### config.mk
export PLATFORM = sky130hd
export DESIGN_NAME = mux
export DESIGN_NICKNAME = d
export VERILOG_FILES = /design/src/rtl/mux.sv
export SDC_FILE = /design/constraint.sdc
export NUM_CORES = 1
export LEC_CHECK = 0
export ABC_AREA = 1
export ABC_CLOCK_PERIOD_IN_PS = 1900
export BUFFER_PORTS_ARGS = -buffer_cell sky130_fd_sc_hd__buf_2
export CAP_MARGIN = 10
export CORE_UTILIZATION = 31
export CTS_CLUSTER_SIZE = 25
export DETAILED_ROUTE_END_ITERATION = 7
export PLACE_DENSITY = 0.61
export RECOVER_POWER = 100
export SLEW_MARGIN = 20
export SYNTH_ARGS = -nofsm -noshare
export SYNTH_HDL_FRONTEND = slang
export SYNTH_SLANG_ARGS = --single-unit
### constraint.sdc
create_clock -name clk -period 1.9 [get_ports clk]
set_input_delay 0.095 -clock clk [delete_from_list [all_inputs] [get_ports clk]]
set_output_delay 0.095 -clock clk [all_outputs]
set_load 0.02 [all_outputs]
### src/rtl/mux.sv
// ---------------------------------------------------------------------------
// mux -- two-input data multiplexer with registered copies of the selected
// data and the select line, plus an optional select-toggle counter.
//
// Parameters
//   WIDTH  data width of in0, in1, mux_out and mux_out_q (default 32)
//   CNT_W  width of the select-toggle counter (default 16)
//
// Ports
//   clk             in   1      single clock, all state updates on rising edge
//   rst             in   1      synchronous, active-high reset
//   sel             in   1      1 selects in0, 0 selects in1
//   in0             in   WIDTH  data chosen when sel = 1
//   in1             in   WIDTH  data chosen when sel = 0
//   mux_out         out  WIDTH  combinational selected data (ignores clk/rst)
//   mux_out_q       out  WIDTH  mux_out registered once (one-cycle latency)
//   sel_q           out  1      sel registered once
//   sel_toggle_cnt  out  CNT_W  number of edges on which sel differed from
//                               sel_q; wraps at all-ones. Present only when
//                               the MUX_SEL_CNT_EN macro is defined.
//
// Build option
//   MUX_SEL_CNT_EN  when defined, compiles in the toggle counter and the
//                   sel_toggle_cnt port. When undefined there is no counter
//                   logic and no port; everything else behaves the same.
// ---------------------------------------------------------------------------
module mux #(
    parameter int WIDTH = 32,
    parameter int CNT_W = 16
) (
    input  logic             clk,
    input  logic             rst,
    input  logic             sel,
    input  logic [WIDTH-1:0] in0,
    input  logic [WIDTH-1:0] in1,
    output logic [WIDTH-1:0] mux_out,
    output logic [WIDTH-1:0] mux_out_q,
    output logic             sel_q
`ifdef MUX_SEL_CNT_EN
    ,
    output logic [CNT_W-1:0] sel_toggle_cnt
`endif
);

    // Elaboration-time sanity check on the parameters; costs no hardware.
    if (WIDTH < 1) begin : g_bad_width
        $error("mux: WIDTH must be at least 1");
    end
    if (CNT_W < 1) begin : g_bad_cnt_w
        $error("mux: CNT_W must be at least 1");
    end

    // -----------------------------------------------------------------------
    // Combinational select. A case statement (rather than ?:) is used so an
    // unknown sel drives the whole bus to X instead of merging in0/in1 bits
    // that happen to agree; synthesis treats the default as don't-care.
    // -----------------------------------------------------------------------
    always_comb begin
        // NOTE: assign a default before the case so no path leaves mux_out
        // unassigned, which would otherwise infer a latch.
        mux_out = 'x;
        case (sel)
            1'b1:    mux_out = in0;
            1'b0:    mux_out = in1;
            default: mux_out = 'x;
        endcase
    end

    // -----------------------------------------------------------------------
    // Output / select registers. Reset wins over the load, even when sel is
    // changing on the same edge.
    // -----------------------------------------------------------------------
    always_ff @(posedge clk) begin
        // NOTE: non-blocking assignments so every register samples the
        // pre-edge values, independent of statement order.
        if (rst) begin
            mux_out_q <= '0;
            sel_q     <= 1'b0;
        end else begin
            mux_out_q <= mux_out;
            sel_q     <= sel;
        end
    end

`ifdef MUX_SEL_CNT_EN
    // -----------------------------------------------------------------------
    // Toggle counter: counts edges where the incoming sel differs from the
    // registered one. Because sel_q resets to 0, the first edge after reset
    // counts only if sel is already 1. Wraps silently from all-ones to 0.
    // -----------------------------------------------------------------------
    always_ff @(posedge clk) begin
        if (rst) begin
            sel_toggle_cnt <= '0;
        end else if (sel != sel_q) begin
            sel_toggle_cnt <= sel_toggle_cnt + CNT_W'(1);
        end
    end
`endif

endmodule

[After elaboration in Yosys (flattened, before gate mapping)]
Index checks and enable logic that the tools add are counted.
Storage, ports and cells
  output and inout port bits: 65
  logic and storage cells: 4
  input port bits: 67
  flip-flop bits (word level): 33
Cells by class
  muxes and demuxes: 1
  bitwise logic cells: 1
Operators with widths (number)
  case mux 32 bit (2 select lines): 1
  inverter 1 bit: 1

[Longest topological paths before layout]
Gate-level depths: netlist (run 1).
  depth after elaboration: 2
  gate-level depth with buffers: 6

[Least setup slack after synthesis (run 1)]
OpenSTA, ideal clock, no wires.
  path type: input port to output port
  start point: in sel
  end point: out mux_out[0]
  arrival time: 636 ps
  data required time: 1805 ps
  setup slack: 1169 ps
  stages: 5
  cell sequence: buf_6 buf_2 nand2_1 nand2_2 inv_1
On the way
  longest elaborated chain between the ends: 2
RTL lines
  from (decl): line 33  | input logic sel,
  inverter 1 bit: line 62  | case (sel)
  case mux 32 bit (2 select lines) *: line 62
  to (decl): line 36  | output logic [WIDTH-1:0] mux_out,
Every way passes the cells marked *; elsewhere a longest branch is shown, timed or not.

[Final worst setup path (run 1)]
  start point: in rst
  end point: reg mux_out_q[24]
RTL lines
  from (decl): line 32  | input logic rst,
  to (signal assigned): line 80  | mux_out_q <= mux_out;
  to (decl): line 37  | output logic [WIDTH-1:0] mux_out_q,
No word-level cell between the ends.

==> results of run 1 <==
cells in the mapped netlist:
library cell,number,area (um2)
sky130_fd_sc_hd__inv_1,96,360.4
sky130_fd_sc_hd__nand2_2,58,362.9
sky130_fd_sc_hd__nand2_1,38,142.6
sky130_fd_sc_hd__dfxtp_1,33,660.6
sky130_fd_sc_hd__nor2_2,29,181.4
sky130_fd_sc_hd__buf_2,6,30.03
sky130_fd_sc_hd__buf_6,4,45.04
sky130_fd_sc_hd__nor2_1,4,15.01
sky130_fd_sc_hd__buf_4,1,7.510
sky130_fd_sc_hd__inv_4,1,6.260
worst min-delay path by stage:
stage | from | endpoint | slack (ns)
after floorplan | rst | mux_out_q[30] | 0.30
after global placement | in1[18] | mux_out_q[18] | 0.41
final | in1[30] | mux_out_q[30] | 0.13
after detailed placement | in1[9] | mux_out_q[9] | 0.41
after global routing | in0[0] | mux_out_q[0] | 0.15
after CTS | in1[21] | mux_out_q[21] | 0.12
registers in the layout, indices dropped and copies added, names as in the netlist:
signal,cells
mux_out_q,32
sel_q,1
per-stage QoR:
stage	util, %	setup slack (ns)
floorplan	-	1.169
global placement	44.80	0.8178
detailed placement	44.80	0.8094
CTS	46.35	0.8106
global route	44.02	0.4494
finish	44.02	0.5973
layer usage:
metal	share of wire [%]	vias to the layer above	GRT usage, %	wire length, um
li1	-	971	-	-
met1	41	757	15.56	1767
met2	47	78	25.53	2037
met3	9.5	7	6.279	408
met4	1.8	0	6.111	76
met5	0	-	0	0
cells by family after synthesis:
kind of cell	after synthesis	synth area share (%)
buffers and inverters	108	24.79
DFF	33	36.46
and+or+nand+nor	129	38.74
area by class of cell:
type,instances,area share (%)
Sequential cell,33,26.93
Multi-Input combinational cell,129,25.55
Timing Repair Buffer,134,25.40
Inverter,97,14.94
Tap cell,72,3.672
Clock buffer,7,3.519
cells in the final DEF, fill, tap and decap left out:
master and count:
sky130_fd_sc_hd__buf_2 92, sky130_fd_sc_hd__inv_4 1, sky130_fd_sc_hd__clkbuf_1 41, sky130_fd_sc_hd__nor2_1 8, sky130_fd_sc_hd__clkbuf_8 6, sky130_fd_sc_hd__nor2_2 25, sky130_fd_sc_hd__buf_4 1, sky130_fd_sc_hd__dfxtp_1 33
sky130_fd_sc_hd__nand2_2 32, sky130_fd_sc_hd__nand2_1 64, sky130_fd_sc_hd__inv_1 96, sky130_fd_sc_hd__clkbuf_2 1
power by group through the flow:
stage                     registers, mW  clock network [mW]  logic (mW)
after CTS                         0.751               0.548       0.530
after detailed placement          0.766                   0       0.529
final                             0.752               0.526       0.486
after global routing              0.757               0.579       0.541
after floorplan                   0.831                   0       0.282
after global placement            0.766                   0       0.525
==> metrics.log, run 1 <==
INFO  metric path_cells = clkbuf_1 -> buf_4 -> nor2_1
INFO  metric cts_repair_resize_count = 0
INFO  metric critical_path.max_fanout = 20
INFO  metric overflow = 0
INFO  metric grt_pass1_vias = between 1,500 and 2,000
INFO  metric synthDistinctLibCells = 10
INFO  metric total_power = roughly 1.8 mW
INFO  metric multi_input_area = approximately 630 um2
INFO  metric drive_above_1_share = about 40%
INFO  metric placed_instance_count = 465
INFO  metric mappedNetlistArea = ~1800 um2
INFO  metric antenna_cells = 0
INFO  metric critical_path.n_buffers_inverters = 2
INFO  metric route.vias.total = around 1,800
INFO  metric area_taken_by_flip_flops_and_latches = approximately 660 um2
INFO  metric final_number_of_max_transition_violations = 0
INFO  metric rows = 27
INFO  metric setup.worst_path.class = in2reg
INFO  metric layout.filler_cells = between 600 and 700
INFO  metric synthCells = between 200 and 300
INFO  metric hold_crit_path_type = in2reg
INFO  metric postRouteAntennaNets = 0
INFO  metric remaining_drc_errors = 0
INFO  metric height_of_the_chip = 78.45 um
INFO  metric min_path_cells = 5
INFO  metric first_pass_iters = 4
INFO  metric flops_latches_synth = 33
INFO  metric outcome = finished, final reports clean
INFO  metric tightest_slew = 1.297 ns
INFO  metric buffer_ports.inserted = about 130
INFO  metric internal-power = about 1.2 mW
INFO  metric final_cells = around 470
INFO  metric detailedRoute.firstIterationViolations = 30
INFO  metric io-pin-count = 132
INFO  metric clock-root-buffer = sky130_fd_sc_hd__clkbuf_8
INFO  metric finalWorstPathRequiredPeriod = approximately 1.3 ns
INFO  metric finalSetupTns = 0 ns
INFO  metric slowest_delay = 0.93 ns
INFO  metric power.density = about 700 nW/um2
INFO  metric dpl-instance-area = 2497 um2
INFO  metric worstSetupEndpoint = mux_out_q[24]
INFO  metric max_slew_margin = 13.56%
INFO  metric layout-area-overhead-vs-synth = 35.43%
INFO  metric path_clk_slew = 0.07 ns
INFO  metric final_net_count = 467
INFO  metric finalWirelength = 4.289 mm
INFO  metric switching_share = 32.39%
INFO  metric ir_worst_vdd = 0.2618 mV
INFO  metric dieWidth = 78.45 um
INFO  metric place_hpwl = approximately 3.3 mm
INFO  metric timing.critical_path.slowest_stage_cell = sky130_fd_sc_hd__clkbuf_1
INFO  metric layout_worst_path_cycle_share = about two thirds
INFO  metric starting_utilization_of_the_core_area = 32.50%
INFO  metric path_depth = 3
INFO  metric power.share.clock = 29.8%
INFO  metric grt_usage = roughly 15%
INFO  metric finish.instance_area = 2454 um2
INFO  metric grt_start_max_net_pins = 34
INFO  metric viasPerCell = 3.841
INFO  metric wire_per_inst = approximately 9 um
INFO  metric startpoint_type = primary input
INFO  metric clock_path_buffers = 2
INFO  metric critPathLaunch = rst
INFO  metric hold_buffers = 0
INFO  metric postSynthAreaPerCell = 6.710 um2
INFO  metric required = 2.07 ns
INFO  metric cts.repair_timing.setup_buffer_count = 0
INFO  metric globalplace.congestion = about 0.73
INFO  metric grt_pass1_wl = 6.989 mm
INFO  metric synth_seq_area_share = between 30% and 40%
INFO  metric worstPathArrival = 1.47 ns
INFO  metric worstSetupEndpointType = register
INFO  metric cts_tree = done
INFO  metric cellLeakagePower = 1.582 nW
INFO  metric fmax = 767.6 MHz
INFO  metric clock_sinks = 33
INFO  metric setup-violations-final = 0
INFO  metric timing.hold.ws = roughly 0.13 ns
INFO  metric unrepaired_setup_endpoints_after_global_routing = false
INFO  metric syn_nets = 337
INFO  metric antenna_found_initial = 0
INFO  metric power_switching = 0.5714 mW
INFO  metric ys.warnings.count = 0
INFO  metric cap_violations = 0
INFO  metric finalHoldViolCount = 0
INFO  metric area_of_the_die = 6154 um2
INFO  metric comb_power_share = 27.5%
INFO  metric fp.coreArea = between 5000 and 6000 um2
INFO  metric cts-buffers-inserted = 5
INFO  metric h-tree-depth = 2
INFO  metric sequential_group_share_of_total_power = 42.6%
INFO  metric critPathTopFamily = buffers and inverters
Power figures use the tool's default switching activity.
==> run 2, diff against run 1 <==
--- a/config.mk
+++ b/config.mk
@@ -6,13 +6,13 @@
 export NUM_CORES = 1
 export LEC_CHECK = 0
 export ABC_AREA = 1
-export ABC_CLOCK_PERIOD_IN_PS = 1900
+export ABC_CLOCK_PERIOD_IN_PS = 1150
 export BUFFER_PORTS_ARGS = -buffer_cell sky130_fd_sc_hd__buf_2
 export CAP_MARGIN = 10
 export CORE_UTILIZATION = 31
 export CTS_CLUSTER_SIZE = 25
 export DETAILED_ROUTE_END_ITERATION = 7
-export PLACE_DENSITY = 0.61
+export PLACE_DENSITY = 0.63
 export RECOVER_POWER = 100
 export SLEW_MARGIN = 20
 export SYNTH_ARGS = -nofsm -noshare
==> constraint.sdc (replaced) <==
create_clock -name clk -period 1.15 [get_ports clk]
set_input_delay 0.0575 -clock clk [delete_from_list [all_inputs] [get_ports clk]]
set_output_delay 0.0575 -clock clk [all_outputs]
set_load 0.02 [all_outputs]
==> run 2 against run 1 <==
Compared with the run above:
- wire length rose by 2.0%
- critical path depth rose by 4
- power rose by 65%
- setup slack got worse by 0.44 ns
- die area did not move
- hold slack got worse by 0.030 ns
- final cell count rose by 0.42%
- global-route usage did not move
- non-clock buffer count rose by 2
- first-iteration DRC count fell by 30%
- clock power rose by 64%
- critical path type is now in2out
- critical endpoint is now mux_out[25]
- largest cell class unchanged
- largest power group unchanged
==> metrics.log, run 2 (synthesis gave the netlist of run 1 again) <==
INFO  metric first_pass_iters = 2 (-2)
INFO  metric drive_above_1_share = 35.57% (-3.9 points)
INFO  metric cellLeakagePower = 1.547 nW (-2.2%)
INFO  metric area_of_the_die = 6154 um2 (unchanged)
INFO  metric min_path_cells = 5 (unchanged)
INFO  metric timing.hold.worst.start = in0[24]
INFO  metric grt_pass1_vias = 1,690 (+3.9%)
INFO  metric cts_tree = done
INFO  metric tightest_slew = 0.2981 ns (-0.9985 ns)
INFO  metric timing.critical_path.slowest_stage_cell = sky130_fd_sc_hd__clkbuf_1
INFO  metric path_cells = clkbuf_1 -> inv_4 -> buf_12 -> nand2_2 -> nand2_1 -> inv_1 -> clkbuf_1
INFO  metric dpl-instance-area = 2525 um2 (+1.1%)
INFO  metric fmax = around 1000 MHz
INFO  metric route.vias.total = 1,798 (-0.83%)
INFO  metric overflow = 0 (unchanged)
INFO  metric placed_instance_count = 467 (+0.43%)
INFO  metric clock-root-buffer = sky130_fd_sc_hd__clkbuf_8
INFO  metric h-tree-depth = 2 (unchanged)
INFO  metric antenna_found_initial = 0 (unchanged)
INFO  metric detailedRoute.firstIterationViolations = 21 (-30%)
INFO  metric rows = 27 (unchanged)
INFO  metric power.share.clock = 29.6% (-0.2 points)
INFO  metric globalplace.congestion = 0.7272 (-0.94%)
INFO  metric critical_path.max_fanout = 29 (+45%)
INFO  metric path_clk_slew = 0.06 ns (about the same)
INFO  metric dp_slack = 0.2377 ns (-0.5717 ns)
INFO  metric cts-buffers-inserted = 5 (unchanged)
INFO  metric fp.coreArea = 5574 um2 (unchanged)
INFO  metric grt_pass1_wl = 7.127 mm (+2.0%)
INFO  metric buffer_ports.inserted = 131 (unchanged)
INFO  metric finalWirelength = 4.373 mm (+2.0%)
INFO  metric io-pin-count = 132 (unchanged)
INFO  metric worst_hold_path.endpoint = mux_out_q[24]
INFO  metric largest_register_ff_count = 32 (unchanged)
INFO  metric layout_worst_path_cycle_share = a little under nine tenths
INFO  metric grt_start_max_net_pins = 30 (-12%)
INFO  metric final_net_count = 469 (+0.43%)
INFO  metric unrepaired_setup_endpoints_after_global_routing = false
INFO  metric startpoint_type = primary input
INFO  metric layout.cells.most_common = sky130_fd_sc_hd__inv_1
INFO  metric antenna_cells = 0 (unchanged)
INFO  metric worstPathArrival = 0.93 ns (-0.54 ns)
INFO  metric hold_crit_path_type = in2reg
INFO  metric cap_violations = 0 (unchanged)
INFO  metric clock_path_buffers = 2 (unchanged)
INFO  metric mostFrequentLayoutCells = sky130_fd_sc_hd__inv_1 (96), sky130_fd_sc_hd__buf_2 (70), sky130_fd_sc_hd__nand2_1 (65), sky130_fd_sc_hd__clkbuf_1 (61), sky130_fd_sc_hd__dfxtp_1 (33)
INFO  metric final_cells = 474 (+0.42%)
INFO  metric clock_sinks = 33 (unchanged)
INFO  metric final_util = 44.29% (+0.27 points)
INFO  metric final_number_of_max_transition_violations = 0 (unchanged)
INFO  metric finish.instance_area = 2469 um2 (+0.61%)
INFO  metric layout.filler_cells = 653 (+0.15%)
INFO  metric crit_top_cell = sky130_fd_sc_hd__clkbuf_1
INFO  metric place_hpwl = 3.454 mm (+3.6%)
INFO  metric power_switching = 0.9423 mW (+65%)
INFO  metric setup.worst_path.class = in2out
INFO  metric timing.hold.ws = 0.09649 ns (-0.03049 ns)
INFO  metric reg_top3 = mux_out_q x32, sel_q x1
INFO  metric setup-violations-final = 0 (unchanged)
INFO  metric finalSetupTns = 0 ns (unchanged)
INFO  metric finalHoldViolCount = 0 (unchanged)
INFO  metric layout-area-overhead-vs-synth = 36.26%
INFO  metric cts.repair_timing.setup_buffer_count = 0 (unchanged)
INFO  metric internal-power = 1.967 mW (+65%)
INFO  metric starting_utilization_of_the_core_area = 32.50% (unchanged)
INFO  metric hold_buffers = 0 (unchanged)
INFO  metric area_taken_by_flip_flops_and_latches = 660.6 um2 (unchanged)
INFO  metric finalWorstPathRequiredPeriod = between 0.9 and 1 ns
INFO  metric outcome = finished, final reports clean
INFO  metric worst_slack = 0.1622 ns (-0.4351 ns)
INFO  metric switching_share = 32.39% (about the same)
INFO  metric ir_worst_vdd = 0.4994 mV (+91%)
INFO  metric viasPerCell = 3.793 (-1.2%)
INFO  metric wire_per_inst = 9.226 um (+1.5%)
INFO  metric dieWidth = 78.45 um (unchanged)
INFO  metric required = 1.09 ns (-0.98 ns)
INFO  metric power.density = 1178 nW/um2 (+64%)
INFO  metric grt_usage = 14.71% (unchanged)
INFO  metric max_slew_margin = 80.13% (+67 points)
INFO  metric height_of_the_chip = 78.45 um (unchanged)
INFO  metric cts_repair_resize_count = 0 (unchanged)
INFO  metric sequential_group_share_of_total_power = 42.8% (+0.2 points)
INFO  metric total_power = 2.909 mW (+65%)
INFO  metric remaining_drc_errors = 0 (unchanged)
INFO  metric multi_input_area = 634.4 um2 (+1.2%)
INFO  metric slowest_delay = 0.22 ns (-0.71 ns)
INFO  metric max_flop_register = mux_out_q
INFO  metric comb_power_share = 27.6% (about the same)
INFO  metric postRouteAntennaNets = 0 (unchanged)
INFO  metric worstSetupEndpointType = primary output
==> run 2: area by class of cell <==
| class | instances | share of cell area [%] |
|---|---|---|
| Multi-Input combinational cell | 129 | 25.70 |
| Tap cell | 72 | 3.649 |
| Timing Repair Buffer | 136 | 25.54 |
| Sequential cell | 33 | 26.76 |
| Inverter | 97 | 14.85 |
| Clock buffer | 7 | 3.497 |
==> run 2: worst max-delay path by stage <==
stage             endpoint  startpoint
5_1_grt        mux_out[14]         sel
2_1_floorplan   mux_out[0]         sel
3_5_place_dp   mux_out[25]         sel
3_3_place_gp    mux_out[8]         sel
4_1_cts        mux_out[13]         sel
6_report       mux_out[25]         sel
==> run 2: per-layer routing <==
layer  GRT usage [%]  vias to the layer above  wire length, um
met5               0                        -                0
li1                -                      968                -
met2           25.96                       86             2114
met1           16.41                      737             1823
met4           6.111                        0               58
met3           4.302                        7              377
==> run 2: critical path, delay by kind of cell <==
family        cells  cell delay, ns
simple gates      2            0.15
buf+inv           5            0.73
==> run 2: power groups by stage <==
| stage | Clock (mW) | Combinational (mW) | Sequential (mW) |
|---|---|---|---|
| global placement | 0 | 0.875 | 1.27 |
| CTS | 0.911 | 0.888 | 1.24 |
| global route | 0.946 | 0.894 | 1.25 |
| finish | 0.861 | 0.803 | 1.24 |
| floorplan | 0 | 0.466 | 1.37 |
| detailed placement | 0 | 0.884 | 1.27 |
==> run 3, diff against run 2 <==
--- a/config.mk
+++ b/config.mk
@@ -14,6 +14,7 @@
 export DETAILED_ROUTE_END_ITERATION = 7
 export PLACE_DENSITY = 0.63
 export RECOVER_POWER = 100
+export REMOVE_ABC_BUFFERS = 1
 export SLEW_MARGIN = 20
 export SYNTH_ARGS = -nofsm -noshare
 export SYNTH_HDL_FRONTEND = slang
==> run 3 against run 2 <==
Compared with the run above:
- die area unchanged
- cell area down 0.46%
- maximum frequency decreased by 0.86%
- first-iteration DRC count is 86% higher
- wire length fell by 7.0%
- flip-flop and latch count unchanged
- non-clock buffer count down 1
- critical path depth is the same
- setup slack worse by 0.0085 ns
- combinational power down 0.7%
- sequential power about the same
- hold slack worse by 0.0044 ns
- critical path type unchanged
- largest cell class unchanged
==> metrics.log, run 3 (synthesis gave the netlist of run 1 again) <==
INFO  metric max_slew_margin = 80.56% (+0.44 points)
INFO  metric clock_sinks = 33 (unchanged)
INFO  metric path_clk_slew = 0.06 ns (about the same)
INFO  metric comb_power_share = 28.0% (+0.4 points)
INFO  metric dieWidth = 78.45 um (unchanged)
INFO  metric final_util = 44.09% (-0.20 points)
INFO  metric total_power = 2.848 mW (-2.1%)
INFO  metric postRouteAntennaNets = 0 (unchanged)
INFO  metric height_of_the_chip = 78.45 um (unchanged)
INFO  metric finalHoldViolCount = 0 (unchanged)
INFO  metric rows = 27 (unchanged)
INFO  metric switching_share = 32.84% (+0.44 points)
INFO  metric antenna_found_initial = 0 (unchanged)
INFO  metric hold_crit_path_type = in2reg
INFO  metric outcome = finished, final reports clean
INFO  metric grt.busiest_layer = met2
INFO  metric startpoint_type = primary input
INFO  metric dp_slack = 0.2667 ns (+0.02902 ns)
INFO  metric drive_above_1_share = 34.58% (-1.0 points)
INFO  metric cts-buffers-inserted = 5 (unchanged)
INFO  metric finish.instance_area = 2457 um2 (-0.46%)
INFO  metric cts_tree = done
INFO  metric cellLeakagePower = 1.550 nW (+0.20%)
INFO  metric grt_usage = 13.15% (-1.6 points)
INFO  metric required = 1.09 ns (about the same)
INFO  metric h-tree-depth = 2 (unchanged)
INFO  metric power.share.clock = 28.3% (-1.3 points)
INFO  metric worstPathArrival = 0.94 ns (about the same)
INFO  metric timing.hold.worst.start = in0[2]
INFO  metric buffer_ports.inserted = 131 (unchanged)
INFO  metric ir_worst_vdd = 0.5636 mV (+13%)
INFO  metric worst_slack = 0.1536 ns (-0.008522 ns)
INFO  metric globalplace.congestion = 0.7208 (-0.88%)
INFO  metric unrepaired_setup_endpoints_after_global_routing = false
INFO  metric wire_per_inst = 8.576 um (-7.0%)
INFO  metric layout.cells.most_common = sky130_fd_sc_hd__inv_1
INFO  metric final_number_of_max_transition_violations = 0 (unchanged)
INFO  metric fmax = 1004 MHz (-0.86%)
INFO  metric grt_util_met3 = 4.419% (+0.12 points)
INFO  metric sequential_group_share_of_total_power = 43.7% (+0.9 points)
INFO  metric internal-power = 1.913 mW (-2.7%)
INFO  metric area_of_the_die = 6154 um2 (unchanged)
INFO  metric critical_path.max_fanout = 33 (+14%)
INFO  metric worstSetupEndpoint = mux_out[4]
INFO  metric detailedRoute.firstIterationViolations = 39 (+86%)
INFO  metric viasPerCell = 3.677 (-3.1%)
INFO  metric finalWirelength = 4.065 mm (-7.0%)
INFO  metric setup.worst_path.class = in2out
INFO  metric starting_utilization_of_the_core_area = 32.50% (unchanged)
INFO  metric io-pin-count = 132 (unchanged)
INFO  metric grt_pass1_vias = 1,538 (-9.0%)
INFO  metric mostFrequentLayoutCells = sky130_fd_sc_hd__inv_1 (96), sky130_fd_sc_hd__buf_2 (72), sky130_fd_sc_hd__nand2_1 (71), sky130_fd_sc_hd__clkbuf_1 (59), sky130_fd_sc_hd__dfxtp_1 (33)
INFO  metric remaining_drc_errors = 0 (unchanged)
INFO  metric reg_top3 = mux_out_q x32, sel_q x1
INFO  metric route.vias.total = 1,743 (-3.1%)
INFO  metric cts.repair_timing.setup_buffer_count = 0 (unchanged)
INFO  metric power.density = 1159 nW/um2 (-1.6%)
INFO  metric first_pass_iters = 3 (+1)
INFO  metric worstSetupEndpointType = primary output
INFO  metric antenna_cells = 0 (unchanged)
INFO  metric finalSetupTns = 0 ns (unchanged)
INFO  metric layout_worst_path_cycle_share = 86.64% (+0.74 points)
INFO  metric critPathLaunch = sel
INFO  metric power_switching = 0.9353 mW (-0.75%)
INFO  metric grt_pass1_wl = 6.451 mm (-9.5%)
INFO  metric clock-root-buffer = sky130_fd_sc_hd__clkbuf_8
INFO  metric cts_repair_resize_count = 0 (unchanged)
INFO  metric grt_start_max_net_pins = 34 (+13%)
INFO  metric max_flop_register = mux_out_q
INFO  metric finalWorstPathRequiredPeriod = 0.9964 ns (+0.008522 ns)
INFO  metric layout-area-overhead-vs-synth = 35.64%
INFO  metric place_hpwl = 3.155 mm (-8.7%)
INFO  metric setup-violations-final = 0 (unchanged)
INFO  metric dpl-instance-area = 2530 um2 (+0.20%)
INFO  metric met2_track_usage_gr = 22.72% (-3.2 points)
INFO  metric tightest_slew = 0.2928 ns (-0.005298 ns)
INFO  metric overflow = 0 (unchanged)
INFO  metric cap_violations = 0 (unchanged)
INFO  metric clock_path_buffers = 2 (unchanged)
INFO  metric hold_buffers = 0 (unchanged)
INFO  metric largest_register_ff_count = 32 (unchanged)
INFO  metric fp.coreArea = 5574 um2 (unchanged)
INFO  metric final_net_count = 468 (-0.21%)
INFO  metric grt.met1_usage = 15.24% (-1.2 points)
## run 3: changes by cell type in the layout (fill, tap and decap cells not counted)
cell,delta
sky130_fd_sc_hd__clkbuf_8,-1
sky130_fd_sc_hd__nand2_1,+6
sky130_fd_sc_hd__buf_12,+1
sky130_fd_sc_hd__buf_2,+2
sky130_fd_sc_hd__clkbuf_1,-2
sky130_fd_sc_hd__nand2_2,-6
sky130_fd_sc_hd__clkinv_2,+2
sky130_fd_sc_hd__buf_4,-2
## run 3: cell type report
type | instances | area, um2
clock inverter | 2 | 10.01
clock buffer | 6 | 72.57
multi-input combinational | 129 | 619.3
timing repair buffer | 135 | 638.1
tap | 72 | 90.09
sequential | 33 | 660.6
inverter | 97 | 366.6
fill | 655 | 3117
## run 3: power groups by stage
stage / Combinational, mW / Clock, mW / Sequential (mW)
6_report: 0.797 / 0.807 / 1.24
5_1_grt: 0.884 / 0.897 / 1.25
4_1_cts: 0.884 / 0.854 / 1.24
3_5_place_dp: 0.881 / 0 / 1.27
3_3_place_gp: 0.870 / 0 / 1.27
2_1_floorplan: 0.409 / 0 / 1.37
## run 3: stage by stage
stage	std cells	hold slack, ns
CTS	474	0.07995
detailed placement	466	0.3764
global route	474	0.09381
floorplan	259	0.1244
global placement	466	0.3713
finish	474	0.09212
## run 3: per-layer routing
layer / part of all wire, % / vias to the layer above / wire length (um)
li1: - / 968 / -
met1: 43 / 694 / 1745
met2: 47 / 77 / 1926
met3: 8.7 / 4 / 353
met4: 0.98 / 0 / 40
met5: 0 / - / 0
## run 3: worst min path at each step
stage                   endpoint  cells past startpoint
global route        mux_out_q[2]                      5
CTS                 mux_out_q[6]                      5
floorplan           mux_out_q[0]                      1
detailed placement  mux_out_q[6]                      5
global placement    mux_out_q[6]                      5
finish              mux_out_q[2]                      5
## run 3: critical path: stages
cell and delay [ns]:
sky130_fd_sc_hd__clkbuf_1 0.18, sky130_fd_sc_hd__inv_4 0.05, sky130_fd_sc_hd__buf_12 0.17, sky130_fd_sc_hd__nand2_2 0.08
sky130_fd_sc_hd__nand2_1 0.07, sky130_fd_sc_hd__inv_1 0.06, sky130_fd_sc_hd__clkbuf_1 0.25
